==> config.mk <==
export PLATFORM = sky130hd
export DESIGN_NAME = dma_arbiter_flat
export DESIGN_NICKNAME = d
export VERILOG_FILES = /design/src/rtl/dma_arbiter_if.sv /design/src/rtl/dma_arbiter.sv /design/src/flat_wrapper.sv
export SDC_FILE = /design/constraint.sdc
export NUM_CORES = 1
export LEC_CHECK = 0
export ABC_AREA = 1
export CAP_MARGIN = 5
export CORE_UTILIZATION = 35
export CTS_CLUSTER_SIZE = 8
export DETAILED_ROUTE_END_ITERATION = 7
export PLACE_DENSITY = 0.7
export SYNTH_ARGS = -nofsm -noshare
export SYNTH_HDL_FRONTEND = slang
export SYNTH_SLANG_ARGS = --single-unit
==> constraint.sdc <==
create_clock -name clk -period 1.25 [get_ports clk]
set_input_delay 0.25 -clock clk [delete_from_list [all_inputs] [get_ports clk]]
set_output_delay 0.25 -clock clk [all_outputs]
set_load 0.005 [all_outputs]
==> src/rtl/dma_arbiter_if.sv <==
// Bus bundle for dma_arbiter: Z80 bus handshake, memory-side bus and per-channel DMA client signals.
// The master modport is the arbiter; the slave modport is the CPU/memory/client side.
interface dma_arbiter_if #(
  parameter int NCH = 2,
  parameter int AW  = 21
);
  logic              busrq_n;
  logic              busak_n;
  logic              mem_dma_bus;
  logic [AW-1:0]     mem_dma_addr;
  logic [7:0]        mem_dma_wd;
  logic [7:0]        mem_dma_rd;
  logic              mem_dma_rnw;
  logic              mem_dma_oe;
  logic              mem_dma_we;
  logic [NCH-1:0]    dma_req;
  logic [NCH-1:0]    dma_rnw;
  logic [NCH*AW-1:0] dma_addr;
  logic [NCH*8-1:0]  dma_wd;
  logic [NCH-1:0]    dma_ack;
  logic [NCH-1:0]    dma_end;
  logic [7:0]        dma_rd;

  modport master (
    output busrq_n, input busak_n,
    output mem_dma_bus, mem_dma_addr, mem_dma_wd, input mem_dma_rd,
    output mem_dma_rnw, mem_dma_oe, mem_dma_we,
    input  dma_req, dma_rnw, dma_addr, dma_wd,
    output dma_ack, dma_end, dma_rd
  );

  modport slave (
    input  busrq_n, output busak_n,
    input  mem_dma_bus, mem_dma_addr, mem_dma_wd, output mem_dma_rd,
    input  mem_dma_rnw, mem_dma_oe, mem_dma_we,
    output dma_req, dma_rnw, dma_addr, dma_wd,
    input  dma_ack, dma_end, dma_rd
  );
endinterface

==> src/rtl/dma_arbiter.sv <==
// Round-robin DMA arbiter: takes the Z80 bus via busrq_n/busak_n, serves channel accesses
// back to back, and keeps the bus for HOLD idle clocks before handing it back.
module dma_arbiter #(
  parameter int NCH  = 2,
  parameter int AW   = 21,
  parameter int STRB = 2,
  parameter int HOLD = 4
) (
  input  logic          clk,
  input  logic          rst_n,
  dma_arbiter_if.master bus
);
  localparam int unsigned N  = NCH;
  localparam int          CW = (NCH > 1) ? $clog2(NCH) : 1;

  typedef enum logic [2:0] {IDLE, WAITAK, ARB, SETUP, STROBE, FIN, HOLDW, REL} state_e;

  state_e          state_q, state_d;
  logic [CW-1:0]   last_q, last_d;
  logic [AW-1:0]   addr_q, addr_d;
  logic [7:0]      wd_q, wd_d;
  logic [7:0]      rd_q, rd_d;
  logic            acc_rnw_q, acc_rnw_d;
  logic [3:0]      strb_q, strb_d;
  logic [7:0]      idle_q, idle_d;
  logic            busrq_n_q, busrq_n_d;
  logic            own_q, own_d;
  logic            rnw_q, rnw_d;
  logic            oe_q, oe_d;
  logic            we_q, we_d;
  logic [NCH-1:0]  ack_q, ack_d;
  logic [NCH-1:0]  end_q, end_d;

  logic            found;
  logic [CW-1:0]   gnt;
  logic [CW-1:0]   cand;
  logic            abort;

  always_comb begin
    state_d   = state_q;
    last_d    = last_q;
    addr_d    = addr_q;
    wd_d      = wd_q;
    rd_d      = rd_q;
    acc_rnw_d = acc_rnw_q;
    strb_d    = strb_q;
    idle_d    = idle_q;
    ack_d     = '0;
    end_d     = '0;
    found     = 1'b0;
    gnt       = last_q;
    cand      = '0;

    // Search starts just after the last grant so a re-requesting channel goes to the back.
    for (int unsigned i = 1; i <= N; i++) begin
      cand = CW'((32'(last_q) + i) % N);
      if (!found && bus.dma_req[cand]) begin
        found = 1'b1;
        gnt   = cand;
      end
    end

    abort = bus.busak_n && (state_q inside {ARB, SETUP, STROBE, FIN, HOLDW});

    if (abort) begin
      state_d = IDLE;
    end else begin
      case (state_q)
        IDLE:   if (|bus.dma_req) state_d = WAITAK;
        WAITAK: if (!bus.busak_n) state_d = ARB;
        ARB: begin
          if (found) begin
            state_d     = SETUP;
            ack_d[gnt]  = 1'b1;
            last_d      = gnt;
            addr_d      = bus.dma_addr[32'(gnt)*AW +: AW];
            wd_d        = bus.dma_wd[32'(gnt)*8 +: 8];
            acc_rnw_d   = bus.dma_rnw[gnt];
          end else begin
            state_d = HOLDW;
            idle_d  = '0;
          end
        end
        SETUP: begin
          state_d = STROBE;
          strb_d  = '0;
        end
        STROBE: begin
          if (strb_q == 4'(STRB - 1)) begin
            state_d        = FIN;
            end_d[last_q]  = 1'b1;
            if (acc_rnw_q) rd_d = bus.mem_dma_rd;
          end else begin
            strb_d = strb_q + 4'd1;
          end
        end
        FIN: state_d = ARB;
        HOLDW: begin
          if (|bus.dma_req)                   state_d = ARB;
          else if (idle_q == 8'(HOLD - 1))    state_d = REL;
          else                                idle_d  = idle_q + 8'd1;
        end
        REL:     state_d = IDLE;
        default: state_d = IDLE;
      endcase
    end

    // Outputs are registered from the next state so they change on the same edge as the state.
    busrq_n_d = (state_d == IDLE);
    own_d     = state_d inside {ARB, SETUP, STROBE, FIN, HOLDW};
    rnw_d     = (state_d inside {SETUP, STROBE, FIN}) ? acc_rnw_d : 1'b1;
    oe_d      = !((state_d == STROBE) && acc_rnw_d);
    we_d      = !((state_d == STROBE) && !acc_rnw_d);
  end

  always_ff @(posedge clk or negedge rst_n) begin
    if (!rst_n) begin
      state_q   <= IDLE;
      last_q    <= CW'(NCH - 1);
      addr_q    <= '0;
      wd_q      <= '0;
      rd_q      <= '0;
      acc_rnw_q <= 1'b1;
      strb_q    <= '0;
      idle_q    <= '0;
      busrq_n_q <= 1'b1;
      own_q     <= 1'b0;
      rnw_q     <= 1'b1;
      oe_q      <= 1'b1;
      we_q      <= 1'b1;
      ack_q     <= '0;
      end_q     <= '0;
    end else begin
      state_q   <= state_d;
      last_q    <= last_d;
      addr_q    <= addr_d;
      wd_q      <= wd_d;
      rd_q      <= rd_d;
      acc_rnw_q <= acc_rnw_d;
      strb_q    <= strb_d;
      idle_q    <= idle_d;
      busrq_n_q <= busrq_n_d;
      own_q     <= own_d;
      rnw_q     <= rnw_d;
      oe_q      <= oe_d;
      we_q      <= we_d;
      ack_q     <= ack_d;
      end_q     <= end_d;
    end
  end

  assign bus.busrq_n      = busrq_n_q;
  assign bus.mem_dma_bus  = own_q;
  assign bus.mem_dma_addr = addr_q;
  assign bus.mem_dma_wd   = wd_q;
  assign bus.mem_dma_rnw  = rnw_q;
  assign bus.mem_dma_oe   = oe_q;
  assign bus.mem_dma_we   = we_q;
  assign bus.dma_ack      = ack_q;
  assign bus.dma_end      = end_q;
  assign bus.dma_rd       = rd_q;
endmodule
==> src/flat_wrapper.sv <==
// flat-port wrapper written by rule: the top's interface ports become plain ports
module dma_arbiter_flat 
#(
  parameter int NCH  = 2,
  parameter int AW   = 21,
  parameter int STRB = 2,
  parameter int HOLD = 4
)
  (clk, rst_n, bus_busrq_n, bus_busak_n, bus_mem_dma_bus, bus_mem_dma_addr, bus_mem_dma_wd, bus_mem_dma_rd, bus_mem_dma_rnw, bus_mem_dma_oe, bus_mem_dma_we, bus_dma_req, bus_dma_rnw, bus_dma_addr, bus_dma_wd, bus_dma_ack, bus_dma_end, bus_dma_rd);
  dma_arbiter_if #(.NCH(NCH), .AW(AW)) bus_i ();
  input  logic clk;
  input  logic rst_n;
  output wire logic [$bits(bus_i.busrq_n)-1:0] bus_busrq_n;
  input wire logic [$bits(bus_i.busak_n)-1:0] bus_busak_n;
  output wire logic [$bits(bus_i.mem_dma_bus)-1:0] bus_mem_dma_bus;
  output wire logic [$bits(bus_i.mem_dma_addr)-1:0] bus_mem_dma_addr;
  output wire logic [$bits(bus_i.mem_dma_wd)-1:0] bus_mem_dma_wd;
  input wire logic [$bits(bus_i.mem_dma_rd)-1:0] bus_mem_dma_rd;
  output wire logic [$bits(bus_i.mem_dma_rnw)-1:0] bus_mem_dma_rnw;
  output wire logic [$bits(bus_i.mem_dma_oe)-1:0] bus_mem_dma_oe;
  output wire logic [$bits(bus_i.mem_dma_we)-1:0] bus_mem_dma_we;
  input wire logic [$bits(bus_i.dma_req)-1:0] bus_dma_req;
  input wire logic [$bits(bus_i.dma_rnw)-1:0] bus_dma_rnw;
  input wire logic [$bits(bus_i.dma_addr)-1:0] bus_dma_addr;
  input wire logic [$bits(bus_i.dma_wd)-1:0] bus_dma_wd;
  output wire logic [$bits(bus_i.dma_ack)-1:0] bus_dma_ack;
  output wire logic [$bits(bus_i.dma_end)-1:0] bus_dma_end;
  output wire logic [$bits(bus_i.dma_rd)-1:0] bus_dma_rd;
  assign bus_busrq_n = bus_i.busrq_n;
  assign bus_i.busak_n = bus_busak_n;
  assign bus_mem_dma_bus = bus_i.mem_dma_bus;
  assign bus_mem_dma_addr = bus_i.mem_dma_addr;
  assign bus_mem_dma_wd = bus_i.mem_dma_wd;
  assign bus_i.mem_dma_rd = bus_mem_dma_rd;
  assign bus_mem_dma_rnw = bus_i.mem_dma_rnw;
  assign bus_mem_dma_oe = bus_i.mem_dma_oe;
  assign bus_mem_dma_we = bus_i.mem_dma_we;
  assign bus_i.dma_req = bus_dma_req;
  assign bus_i.dma_rnw = bus_dma_rnw;
  assign bus_i.dma_addr = bus_dma_addr;
  assign bus_i.dma_wd = bus_dma_wd;
  assign bus_dma_ack = bus_i.dma_ack;
  assign bus_dma_end = bus_i.dma_end;
  assign bus_dma_rd = bus_i.dma_rd;
  dma_arbiter #(.NCH(NCH), .AW(AW), .STRB(STRB), .HOLD(HOLD)) u_core (.clk(clk), .rst_n(rst_n), .bus(bus_i));
endmodule
==> results of run 1 <==
==> cell families after synthesis <==
kind of cell    after synthesis  synth area share
compound gates               26            0.0449
simple gates                237             0.342
buf+inv                      37            0.0543
mux                           1           0.00339
fa+ha+maj                     3            0.0127
flops                        63             0.537
xor+xnor                      2           0.00594
==> sequential cells by signal, indices dropped and copies added, names as in the netlist, 2 cells and up <==
name                     count
u_core.bus.mem_dma_addr     21
u_core.bus.dma_rd            8
u_core.bus.mem_dma_wd        8
u_core.idle_q                8
u_core.strb_q                4
u_core.state_q               3
u_core.bus.dma_ack           2
u_core.bus.dma_end           2
==> power by group through the flow <==
| stage | clock network [mW] | logic [mW] | registers, mW |
|---|---|---|---|
| floorplan | 0 | 1.54 | 3.37 |
| global placement | 0 | 3.86 | 3.31 |
| detailed placement | 0 | 3.96 | 3.32 |
| CTS | 2.07 | 4.37 | 3.34 |
| global route | 2.17 | 5.42 | 3.46 |
| finish | 2.03 | 4.98 | 3.37 |
==> final cells by class <==
| type | instances | area [sq um] |
|---|---|---|
| repair buffers | 192 | 1850 |
| well taps | 105 | 131 |
| multi-input cells | 269 | 1620 |
| clock buffers | 9 | 124 |
| flip-flops and latches | 63 | 1590 |
| inverters | 26 | 113 |
| clock inverters | 7 | 100 |
| fillers | 658 | 2660 |
==> synthesized netlist by cell type, drive strengths merged <==
library cell	instances	area [sq um]
nand2	152	576
dfrtp	57	1430
nand3	52	270
inv	26	97.6
nor2	24	105
o21ai	20	100
buf	11	62.6
dfstp	6	158
nand4	5	31.3
a21oi	4	20.0
ha	3	37.5
nor3b	2	15.0
or2	2	12.5
xor2	2	17.5
a31oi	1	6.26
mux2i	1	10.0
o22ai	1	6.26
==> worst max path at each step <==
stage | from | endpoint | depth (start not counted)
floorplan | u_core.state_q[0] | u_core.bus.mem_dma_addr[10] | 8
global route | u_core.state_q[1] | u_core.bus.mem_dma_rnw | 9
global placement | bus_dma_req[1] | u_core.bus.mem_dma_addr[2] | 8
finish | u_core.state_q[1] | u_core.bus.mem_dma_rnw | 10
detailed placement | bus_dma_req[0] | u_core.bus.mem_dma_addr[7] | 8
CTS | u_core.state_q[0] | u_core.bus.mem_dma_addr[10] | 9
==> per-stage QoR <==
stage          instance area [sq um]  setup TNS (ns)  setup WS (ns)  hold slack (ns)   util
6_report                        5520           -7.88         -0.183            0.411  0.675
3_5_place_dp                    4610          -19.50         -0.371            0.287  0.564
3_3_place_gp                    4610          -17.68         -0.339            0.291  0.564
5_1_grt                         5520          -12.04         -0.253            0.440  0.675
2_1_floorplan                   2980          -0.846        -0.0267          -0.0456      -
4_1_cts                         5210           -7.85         -0.194            0.427  0.637
==> per-layer routing <==
metal	routed length, um	share of wire	vias to the layer above
met3	557	0.057	11
met4	136	0.014	0
li1	-	-	1565
met2	5000	0.51	99
met5	0	0	-
met1	4030	0.41	1524
==> timing repair <==
item / in CTS / in global routing
gates cloned: 2 / 3
endpoints found under the hold margin: 57 / 0
pin swaps: 12 / 22
setup endpoints to repair: 104 / 87
setup buffers: 15 / 12
resized for setup: 153 / 89
hold buffers: 1 / 0
==> worst max-delay path, delay by kind of cell, from the launching register on <==
kind | cells | cell delay [ns]
buffers and inverters | 3 | 0.31
AND/OR/NAND/NOR | 7 | 0.59
flip-flops | 1 | 0.46
==> impl_metrics.tcl, run 1 <==
set metrics [dict create \
    via_count 3199 \
    yosys_warnings 0 \
    place_inst 626 \
    grt_max_degree 64 \
    top_usage_layer "met2" \
    cp.arrival_ns 1.70 \
    dp_hpwl_mm 5.99 \
    rr_worst_depth 10 \
    combPwrFrac 0.479 \
    crit_slowest_cell "dfrtp_2" \
    drt_iter0_markers 142 \
    relSlewSlack 0.705 \
    slew_violations 0 \
    antenna_found_initial 0 \
    core_area_sq_um 8180 \
    rsz0062_at_grt "yes" \
    p_leak_nw 2.68 \
    die_h_um 93.8 \
    cts.sinks 63 \
    status "finished, violations left" \
    synth.net_count 445 \
    track_usage 0.213 \
    root_buffer "clkbuf_8" \
    port_buffers 118 \
    setup_viol 62 \
    cts.path.max_buffers 2 \
    violations "setup timing" \
    synth-seq-cells 63 \
    synth_area_sq_um 2950 \
    crit_chain "inv_4 > buf_4 > nor2_1 > nand2_1 > nand3_2 > nand2_1 > inv_1 > nand2_2 > nand2_1 > nand2_1" \
    fp-row-count 33 \
    dr.pass1.iters 4 \
    met3_usage 0.0469 \
    cp_slowest_stage_delay_ns 0.46 \
    finalCriticalPeriod_ns 1.43 \
    netSwitchingFraction 0.358 \
    drive_above_1_share 0.346 \
    final_common_cell "nand2_1" \
    synth.distinct_cells 24 \
    fin_cells 671 \
    final.period_utilization 1.15 \
    endpoint_kind "flop" \
    detail-route-antenna-nets 0 \
    io-pin-count 119 \
    pwr-share-clk 0.196 \
    start_util 0.361 \
    numCtsBuffers 9 \
    die_x_um 93.8 \
    r2r_end "u_core.bus.mem_dma_rnw" \
    r2r-start "u_core.state_q[1]" \
    finalPower_mw 10.4 \
    dieArea_sq_um 8800 \
    worst_slew_pin_slew_ns 0.442 \
    drv_cap 0 \
    clk_pin_slew_ns 0.08 \
    hp-class "in -> async" \
    grtUsageMet2 0.378 \
    cp-start-kind "flop" \
    seq_area_frac_synth 0.537 \
    worstPathRequired_ns 1.52 \
    r2r_slack_ns -0.18 \
    path_class "reg -> reg" \
    clkLatencyLatePin_ns 0.35 \
    path_common_cell "nand2_1" \
    setup_ws_ns -0.183 \
    fmax_mhz 698 \
    hold_viol_final 0 \
    vias_per_cell 4.77 \
    overflow 0 \
    wl_per_cell_um 14.5 \
    diodes 0 \
    cts_tree "yes" \
    syn_inst 369 \
    post-route-drc-count 0 \
    grt_pass1_wl_mm 14.3 \
    postSynthAreaPerCell_sq_um 8.00 \
    ir_drop_v 0.000962 \
    grt_use_met1 0.248 \
    p_int_mw 6.67 \
    nets 637 \
    skew_ns 0.0146 \
    area_growth_pct 87.0 \
    powerDensity_nw_per_um2 1880 \
    p_sw_mw 3.72 \
    mostFrequentLayoutCells "nand2_1 (128), clkdlybuf4s50_1 (71), dfrtp_1 (55)" \
    critical_path.max_fanout 4 \
    gp_congestion 0.855 \
    seqPwrFrac 0.325 \
    h-tree-depth 3 \
    grt_pass1_vias 3124 \
    routed_wl_mm 9.72 \
]
Power figures use the tool's default switching activity.
==> run 2, diff against run 1 <==
CORE_MARGIN = 4   (was unset)
==> run 2 against run 1 <==
  * The run still ends with setup timing left
  * Hold slack gained 0.031 ns
  * Final cell count shrank 0.60%
  * Clock power about the same
  * Fmax down 7.6%
  * Power increased by 0.17%
  * Die area is 13% higher
  * Combinational power is essentially flat
  * Flip-flop and latch count unchanged
  * Design area shrank 1.5%
  * Non-clock buffer count down 5
  * Register-to-register slack worse by 0.12 ns
  * Clock-buffer cell count grew 1
  * Critical path type unchanged
  * Largest cell class unchanged
==> impl_metrics.tcl, run 2 (synthesized netlist as in run 1, its figures left out) <==
set metrics [dict create \
    status "finished, violations left" \
    violations "setup timing" \
    final_common_cell "nand2_1" \
    routed_wl_mm 10.1 \
    clkLatencyLatePin_ns 0.34 \
    mostFrequentLayoutCells "nand2_1 (130), clkdlybuf4s50_1 (71), dfrtp_1 (55)" \
    endpoint_kind "flop" \
    cp.arrival_ns 1.83 \
    grt_max_degree 64 \
    crit_slowest_cell "dfrtp_1" \
    grt_pass1_wl_mm 14.9 \
    area_growth_pct 84.3 \
    setup_viol 61 \
    post-route-drc-count 0 \
    nets 633 \
    via_count 3210 \
    cts_tree "yes" \
    core_area_sq_um 8220 \
    seq_area_sq_um 1590 \
    postLayoutCoreUtil 0.662 \
    relSlewSlack 0.773 \
    cp_slowest_stage_delay_ns 0.41 \
    fin_cells 667 \
    hold_viol_final 0 \
    multi_input_area_sq_um 1540 \
    h-tree-depth 3 \
    fmax_mhz 645 \
    dieArea_sq_um 9970 \
    clk_pin_slew_ns 0.08 \
    die_x_um 99.8 \
    place_inst 624 \
    skew_ns 0.0127 \
    grt_pass1_vias 3321 \
    wl_per_cell_um 15.1 \
    critical_path.max_fanout 10 \
    start_util 0.359 \
    drv_cap 0 \
    path_class "reg -> reg" \
    crit_buf_inv 3 \
    vias_per_cell 4.81 \
    io-pin-count 119 \
    antenna_found_initial 0 \
    preCtsSetupSlack_ns -0.451 \
    setup_tns_ns -11.32 \
    cpLargestDelayFamily "simple AND/OR/NAND/NOR gates" \
    numCtsBuffers 9 \
    gp_congestion 0.833 \
    dr.pass1.iters 4 \
    nFillCells 646 \
    powerDensity_nw_per_um2 1910 \
    worstPathRequired_ns 1.53 \
    largest_reg_flops 21 \
    port_buffers 118 \
    holdWs_ns 0.441 \
    cp-start-kind "flop" \
    fp-row-count 33 \
    hp-class "in -> reg" \
    slew_violations 0 \
    cts.path.max_buffers 2 \
    finalCriticalPeriod_ns 1.55 \
    cts.sinks 63 \
    rsz0062_at_grt "yes" \
    detail-route-antenna-nets 0 \
    worst_slew_pin_slew_ns 0.341 \
    drt_iter0_markers 114 \
    drive_above_1_share 0.304 \
    track_usage 0.186 \
    root_buffer "clkbuf_8" \
    setup_ws_ns -0.300 \
    diodes 0 \
    crit_chain "inv_2 > nand2_4 > nor2_4 > nand3_4 > nor2_4 > buf_12 > buf_12 > nand2_1 > nand3_1" \
    dp_hpwl_mm 6.35 \
    overflow 0 \
    die_h_um 99.8 \
    ir_drop_v 0.000996 \
    p_leak_nw 2.58 \
    final.period_utilization 1.24 \
]
-- run 2: changes by cell type in the layout (fill, tap and decap cells not counted), sizes merged --
cell,delta
clkinvlp,+2
nand2,+1
inv,-2
clkdlybuf4s15,+7
clkinv,-1
clkbuf,-5
buf,-6
-- run 2: metrics by stage --
stage	power, mW	instance area [sq um]
global route	11.1	5440
CTS	9.70	5110
floorplan	4.91	2980
global placement	7.26	4600
finish	10.4	5440
detailed placement	7.37	4600
-- run 2: final timing paths --
path | startpoint | endpoint | slack, ns | cells past startpoint
worst max-delay path | u_core.state_q[0] | u_core.bus.mem_dma_addr[17] | -0.30 | 9
worst min-delay path | bus_mem_dma_rd[5] | u_core.bus.dma_rd[5] | 0.44 | 3
worst max register to register | u_core.state_q[0] | u_core.bus.mem_dma_addr[17] | -0.30 | 9
worst min register to register | u_core.bus.dma_rd[7] | u_core.bus.dma_rd[7] | 0.49 | 2
max in group asynchronous | rst_n | u_core.acc_rnw_q | 0.48 | 3
min in group asynchronous | rst_n | u_core.bus.mem_dma_addr[6] | 0.45 | 3
-- run 2: power by group --
part / switching, mW / internal (mW)
combinational: 2.31 / 2.70
clock: 0.856 / 1.19
sequential: 0.497 / 2.86
total: 3.66 / 6.74
-- run 2: worst min-delay path: cells and delay by family --
kind,cells,cell delay [ns]
buffers and inverters,1,0.39
AND/OR/NAND/NOR,2,0.10
-- run 2: layer usage --
| metal | wire length, um | share of wire | up-vias | global-route usage |
|---|---|---|---|---|
| met5 | 0 | 0 | - | 0 |
| met4 | 154 | 0.015 | 0 | 0.0609 |
| met3 | 553 | 0.055 | 14 | 0.0445 |
| met2 | 5250 | 0.52 | 103 | 0.336 |
| met1 | 4090 | 0.41 | 1539 | 0.216 |
| li1 | - | - | 1554 | - |
-- run 2: area by class of cell --
cell class | instances | share of cell area
timing repair buffer | 187 | 0.339
sequential | 63 | 0.292
multi-input combinational | 270 | 0.283
inverter | 26 | 0.0202
tap | 105 | 0.0242
clock buffer | 10 | 0.0253
clock inverter | 6 | 0.0170
-- run 2: repair_timing --
item / in CTS / in global routing
pin swaps: 13 / 18
endpoints found under the hold margin: 57 / 0
gates resized for setup: 132 / 62
endpoints found under the setup margin: 106 / 80
cloned: 2 / 4
buffers inserted: 13 / 9
hold buffers: 1 / 0
